## config.mk

```make
export PLATFORM = sky130hd
export DESIGN_NAME = valid_array_ctrl
export DESIGN_NICKNAME = d
export VERILOG_FILES = /design/src/rtl/valid_array_ctrl_pkg.sv /design/src/rtl/valid_array_ctrl_flush.sv /design/src/rtl/valid_array_ctrl.sv
export SDC_FILE = /design/constraint.sdc
export NUM_CORES = 1
export LEC_CHECK = 0
export ABC_AREA = 1
export CAP_MARGIN = 10
export CORE_MARGIN = 5
export CORE_UTILIZATION = 24
export CTS_CLUSTER_DIAMETER = 80
export DETAILED_ROUTE_END_ITERATION = 8
export GPL_ROUTABILITY_DRIVEN = 0
export PLACE_DENSITY = 0.77
export REMOVE_ABC_BUFFERS = 1
export SYNTH_ARGS = -nofsm -noshare
export SYNTH_HDL_FRONTEND = slang
export SYNTH_SLANG_ARGS = --single-unit
```

## constraint.sdc

```tcl
create_clock -name clk -period 1.5 [get_ports clk]
set_clock_uncertainty 0.05 [all_clocks]
set_input_delay 0.3 -clock clk [delete_from_list [all_inputs] [get_ports clk]]
set_output_delay 0.3 -clock clk [all_outputs]
set_load 0.005 [all_outputs]
```

## src/rtl/valid_array_ctrl_pkg.sv

```systemverilog
// Shared types and geometry for the valid_array controller slice.
// The flush feature is enabled with VALID_ARRAY_CTRL_FLUSH_EN.
package CDB_types;

    localparam int S_INDEX        = 4;
    localparam int NUM_SETS       = 1 << S_INDEX;
    localparam int VALIDARR_WIDTH = 8;

    typedef enum logic [0:0] {
        IDLE  = 1'b0,
        FLUSH = 1'b1
    } ctrl_state_t;

endpackage

```

## src/rtl/valid_array_ctrl_flush.sv

```systemverilog
// Flush sequencer: walks every set once, writing zero, then pulses flush_done.
// Only instantiated when VALID_ARRAY_CTRL_FLUSH_EN is defined.
module valid_flush_seq
    import CDB_types::*;
(
    input  logic               clk,
    input  logic               rst,
    input  logic               flush_req_i,
    output logic               flush_busy_o,
    output logic               flush_done_o,
    output logic               flush_we_o,
    output logic [S_INDEX-1:0] flush_addr_o,
    output ctrl_state_t        state_o
);

    ctrl_state_t        state_q, state_d;
    logic [S_INDEX-1:0] cnt_q, cnt_d;
    logic               done_q, done_d;

    always_comb begin
        state_d = state_q;
        cnt_d   = cnt_q;
        done_d  = 1'b0;
        case (state_q)
            IDLE: begin
                if (flush_req_i) begin
                    state_d = FLUSH;
                    cnt_d   = '0;
                end
            end
            FLUSH: begin
                cnt_d = cnt_q + 1'b1;
                // Leave on the edge that issues the last set's write.
                if (cnt_q == S_INDEX'(NUM_SETS - 1)) begin
                    state_d = IDLE;
                    done_d  = 1'b1;
                end
            end
            default: state_d = IDLE;
        endcase
    end

    always_ff @(posedge clk) begin
        if (rst) begin
            state_q <= IDLE;
            cnt_q   <= '0;
            done_q  <= 1'b0;
        end else begin
            state_q <= state_d;
            cnt_q   <= cnt_d;
            done_q  <= done_d;
        end
    end

    assign flush_busy_o = (state_q == FLUSH);
    assign flush_we_o   = (state_q == FLUSH);
    assign flush_addr_o = cnt_q;
    assign flush_done_o = done_q;
    assign state_o      = state_q;

endmodule

```

## src/rtl/valid_array_ctrl.sv

```systemverilog
// Single-port access controller for valid_array: lookup/update arbitration with
// starvation guard, optional whole-array flush under VALID_ARRAY_CTRL_FLUSH_EN.
module valid_array_ctrl
    import CDB_types::*;
#(
    parameter int STARVE_LIMIT = 4
) (
    input  logic                      clk,
    input  logic                      rst,
    input  logic                      lkp_req,
    input  logic [S_INDEX-1:0]        lkp_set,
    output logic                      lkp_gnt,
    output logic                      lkp_rsp_valid,
    output logic [VALIDARR_WIDTH-1:0] lkp_rsp_data,
    input  logic                      upd_req,
    input  logic [S_INDEX-1:0]        upd_set,
    input  logic [VALIDARR_WIDTH-1:0] upd_data,
    output logic                      upd_gnt,
    input  logic                      flush_req,
    output logic                      flush_busy,
    output logic                      flush_done,
    output logic                      arr_csb0,
    output logic                      arr_web0,
    output logic [S_INDEX-1:0]        arr_addr0,
    output logic [VALIDARR_WIDTH-1:0] arr_din0,
    input  logic [VALIDARR_WIDTH-1:0] arr_dout0,
    output ctrl_state_t               dbg_state
);

    localparam int             SW         = $clog2(STARVE_LIMIT + 1);
    localparam logic [SW-1:0]  STARVE_MAX = SW'(STARVE_LIMIT);

    logic               block;
    logic               fl_we;
    logic [S_INDEX-1:0] fl_addr;
    logic [SW-1:0]      starve_q, starve_d;
    logic               rsp_valid_q;
    logic               forced;

`ifdef VALID_ARRAY_CTRL_FLUSH_EN
    valid_flush_seq u_flush (
        .clk          (clk),
        .rst          (rst),
        .flush_req_i  (flush_req),
        .flush_busy_o (flush_busy),
        .flush_done_o (flush_done),
        .flush_we_o   (fl_we),
        .flush_addr_o (fl_addr),
        .state_o      (dbg_state)
    );
    // A flush request cycle in IDLE is dead: no grant, starve counter holds.
    assign block = flush_busy | flush_req;
`else
    logic unused_flush_req;
    assign unused_flush_req = flush_req;
    assign flush_busy       = 1'b0;
    assign flush_done       = 1'b0;
    assign fl_we            = 1'b0;
    assign fl_addr          = '0;
    assign dbg_state        = IDLE;
    assign block            = 1'b0;
`endif

    assign forced  = (starve_q == STARVE_MAX);
    assign lkp_gnt = !block && lkp_req && (forced || !upd_req);
    assign upd_gnt = !block && upd_req && !lkp_gnt;

    always_comb begin
        starve_d = starve_q;
        if (!block) begin
            if (lkp_gnt)
                starve_d = '0;
            else if (lkp_req && upd_gnt && !forced)
                starve_d = starve_q + 1'b1;
        end
    end

    always_comb begin
        arr_csb0  = 1'b1;
        arr_web0  = 1'b1;
        arr_addr0 = '0;
        arr_din0  = '0;
        if (fl_we) begin
            arr_csb0  = 1'b0;
            arr_web0  = 1'b0;
            arr_addr0 = fl_addr;
        end else if (lkp_gnt) begin
            arr_csb0  = 1'b0;
            arr_addr0 = lkp_set;
        end else if (upd_gnt) begin
            arr_csb0  = 1'b0;
            arr_web0  = 1'b0;
            arr_addr0 = upd_set;
            arr_din0  = upd_data;
        end
    end

    always_ff @(posedge clk) begin
        if (rst) begin
            starve_q    <= '0;
            rsp_valid_q <= 1'b0;
        end else begin
            starve_q    <= starve_d;
            rsp_valid_q <= lkp_gnt;
        end
    end

    assign lkp_rsp_valid = rsp_valid_q;
    assign lkp_rsp_data  = rsp_valid_q ? arr_dout0 : '0;

endmodule
```

==> results.toml <==
[floorplan]
core_area_um2 = 1727
die_h_um = 52.78
row_count = 15
io_pins = 57
fp.dieW_um = 52.78
die_area_um2 = 2785
initial_core_util = 0.2543

[sta]
fmax_mhz = 588.4
fin_ws_ns = -0.1995
slew_violations = 0
rsz0062_at_grt = "yes"
period_share = 1.133
hold_ws_ns = 0.5564
hold_viol = 0
finalSetupViolCount = 15
fin_crit_ns = 1.699

[logic_synthesis]
yosys_warnings = 0
syn_area_um2 = 439.2
yosysUniqueCellTypes = 14
syn_area_per_cell_um2 = 5.228
ys_seq_elements = 4
yosysSeqAreaShare = 0.1823
syn_inst = 84

[layout]
ff_latch_area_um2 = 86.33
nNetsFinal = 185
diodes = 0
drive_gt1_frac = 0.3487
fin_area_um2 = 1112
multi_input_area_um2 = 326.6
stdcell_count = 177
syn2layout_area_growth_pct = 153.3
layout_common_cells = "nand2_1 (26), clkdlybuf4s50_1 (26), inv_1 (20), buf_4 (14), buf_2 (13)"
postLayoutCoreUtil = 0.6442
fill_cells = 164

[power]
p_per_area_nw_per_um2 = 425.7
clock_power_share = 0.303
switchingPower_uw = 144.8
p_comb_frac = 0.459
swShare = 0.3057
leakagePower_nw = 0.6516
power_uw = 473.5
p_int_uw = 328.7
seqPwrFrac = 0.238
vdd_drop_max_mv = 0.2217

[critical_path]
cp_slowest_cell = "dfxtp_2"
crit_chain = "inv_2 > ha_4 > nand2_4 > nand2_4 > nand2_8 > nand2_8 > inv_8 > nand2_1 > nand2_1 > buf_2"
cp_max_fo = 5
critical_path.max_stage_delay_ns = 0.33
criticalPathCategory = "reg -> out"
critPathCaptureType = "output pin"
start_kind = "flip-flop"
worstPathArrival_ns = 1.35
required_ns = 1.15

[grt]
overflow = 0
grt_first_pass_wirelength_um = 2994
grtUsageTotal = 0.1454
grt_max_degree = 10
grt_antenna_before_repair = 0
grt_pass1_vias = 786

[detailed_routing]
firstDrtPassIters = 4
drtAntennaViolNets = 0
drc = 0
vias = 744
wl_per_cell_um = 10.85
drt-initial-drc-count = 7
drt-total-wl_um = 1921
viasPerCell = 4.203

[clocking]
clockBufferDepth = 2
htree_levels = 1
cts_buffers = 3
cts_hold_buf = 0
cts-root-buf = "clkbuf_4"
clkLatencyLatePin_ns = 0.24
cts.sinks = 4
clk_pin_slew_worst_paths_ns = 0.04
cts_tree = "done"

[placed_design]
numPlacedInstances = 166
portBuffers = 52
dpl.hpwl_um = 1446
place_area_um2 = 1025

[worst_hold_path]
worstHoldPathType = "in -> reg"

[outcome]
failed_checks = "negative setup slack"
status = "complete, but fails checks"

[flow_run]
maxCapViolCount = 0
==> sequential cells by signal, indices dropped and copies added, names as in the netlist <==
name           cells
starve_q           3
lkp_rsp_valid      1
==> through the flow <==
step                setup TNS, ns  worst slack [ns]
CTS                        -2.563           -0.2310
global route               -2.967           -0.2669
finish                     -2.057           -0.1995
detailed placement         -10.35           -0.6152
floorplan                       0           0.07730
global placement           -9.893           -0.5856
==> layout make-up <==
cell class,instances,area share
multi-input cells,55,0.2936
inverters,24,0.08774
flip-flops and latches,4,0.07762
clock buffers,3,0.02025
well taps,25,0.02812
repair buffers,66,0.4927
==> final timing paths <==
path,startpoint,to,slack [ns],cells after the start
max,starve_q[0],arr_addr0[1],-0.20,10
min,rst,lkp_rsp_valid,0.56,2
max reg2reg,starve_q[0],starve_q[0],0.09,9
min reg2reg,starve_q[1],starve_q[1],0.56,3
==> power groups by stage <==
stage	sequential (mW)	combinational (mW)	clock, mW
floorplan	0.115	0.0524	0
detailed placement	0.115	0.209	0
global route	0.113	0.237	0.149
finish	0.113	0.217	0.143
CTS	0.113	0.202	0.145
global placement	0.114	0.208	0
==> repair_timing <==
action	4_1_cts	5_1_grt
pin swaps	6	4
setup endpoints to repair	25	16
cloned	1	0
buffers inserted	4	3
resized for setup	87	8
==> cells by family (layout without fill, tap and decap cells) <==
kind of cell | Yosys count | in the layout | synth area share
and+or+nand+nor | 46 | 47 | 0.4416
buffers and inverters | 28 | 93 | 0.2763
DFF | 4 | 4 | 0.1823
AOI/OAI and AO/OA | 3 | 3 | 0.03418
adders and majority gates | 2 | 2 | 0.05697
other | 1 | 3 | 0.008539
==> Yosys cell counts <==
master | count | share of area
a21oi_1 | 3 | 0.034
buf_4 | 3 | 0.051
clkbuf_1 | 1 | 0.0085
conb_1 | 1 | 0.0085
dfxtp_1 | 4 | 0.18
ha_1 | 2 | 0.057
inv_1 | 23 | 0.20
inv_6 | 1 | 0.020
nand2_1 | 30 | 0.26
nand2_2 | 1 | 0.014
nand2_4 | 2 | 0.051
nand3_1 | 1 | 0.011
nand4_1 | 1 | 0.014
nor2_1 | 11 | 0.094
==> routing by layer <==
layer / track usage / wire length, um / vias to the layer above
met1: 0.1128 / 658 / 322
met5: 0 / 0 / -
li1: - / - / 367
met2: 0.2893 / 935 / 53
met3: 0.08262 / 315 / 2
met4: 0.05106 / 11 / 0
==> worst max-delay path: cells and delay by family (launching register included) <==
kind / cells / cell delay, ns
AND/OR/NAND/NOR: 6 / 0.39
buffers and inverters: 3 / 0.23
adder cells (fa/ha/maj): 1 / 0.15
flip-flops: 1 / 0.33
Power figures use the tool's default switching activity.
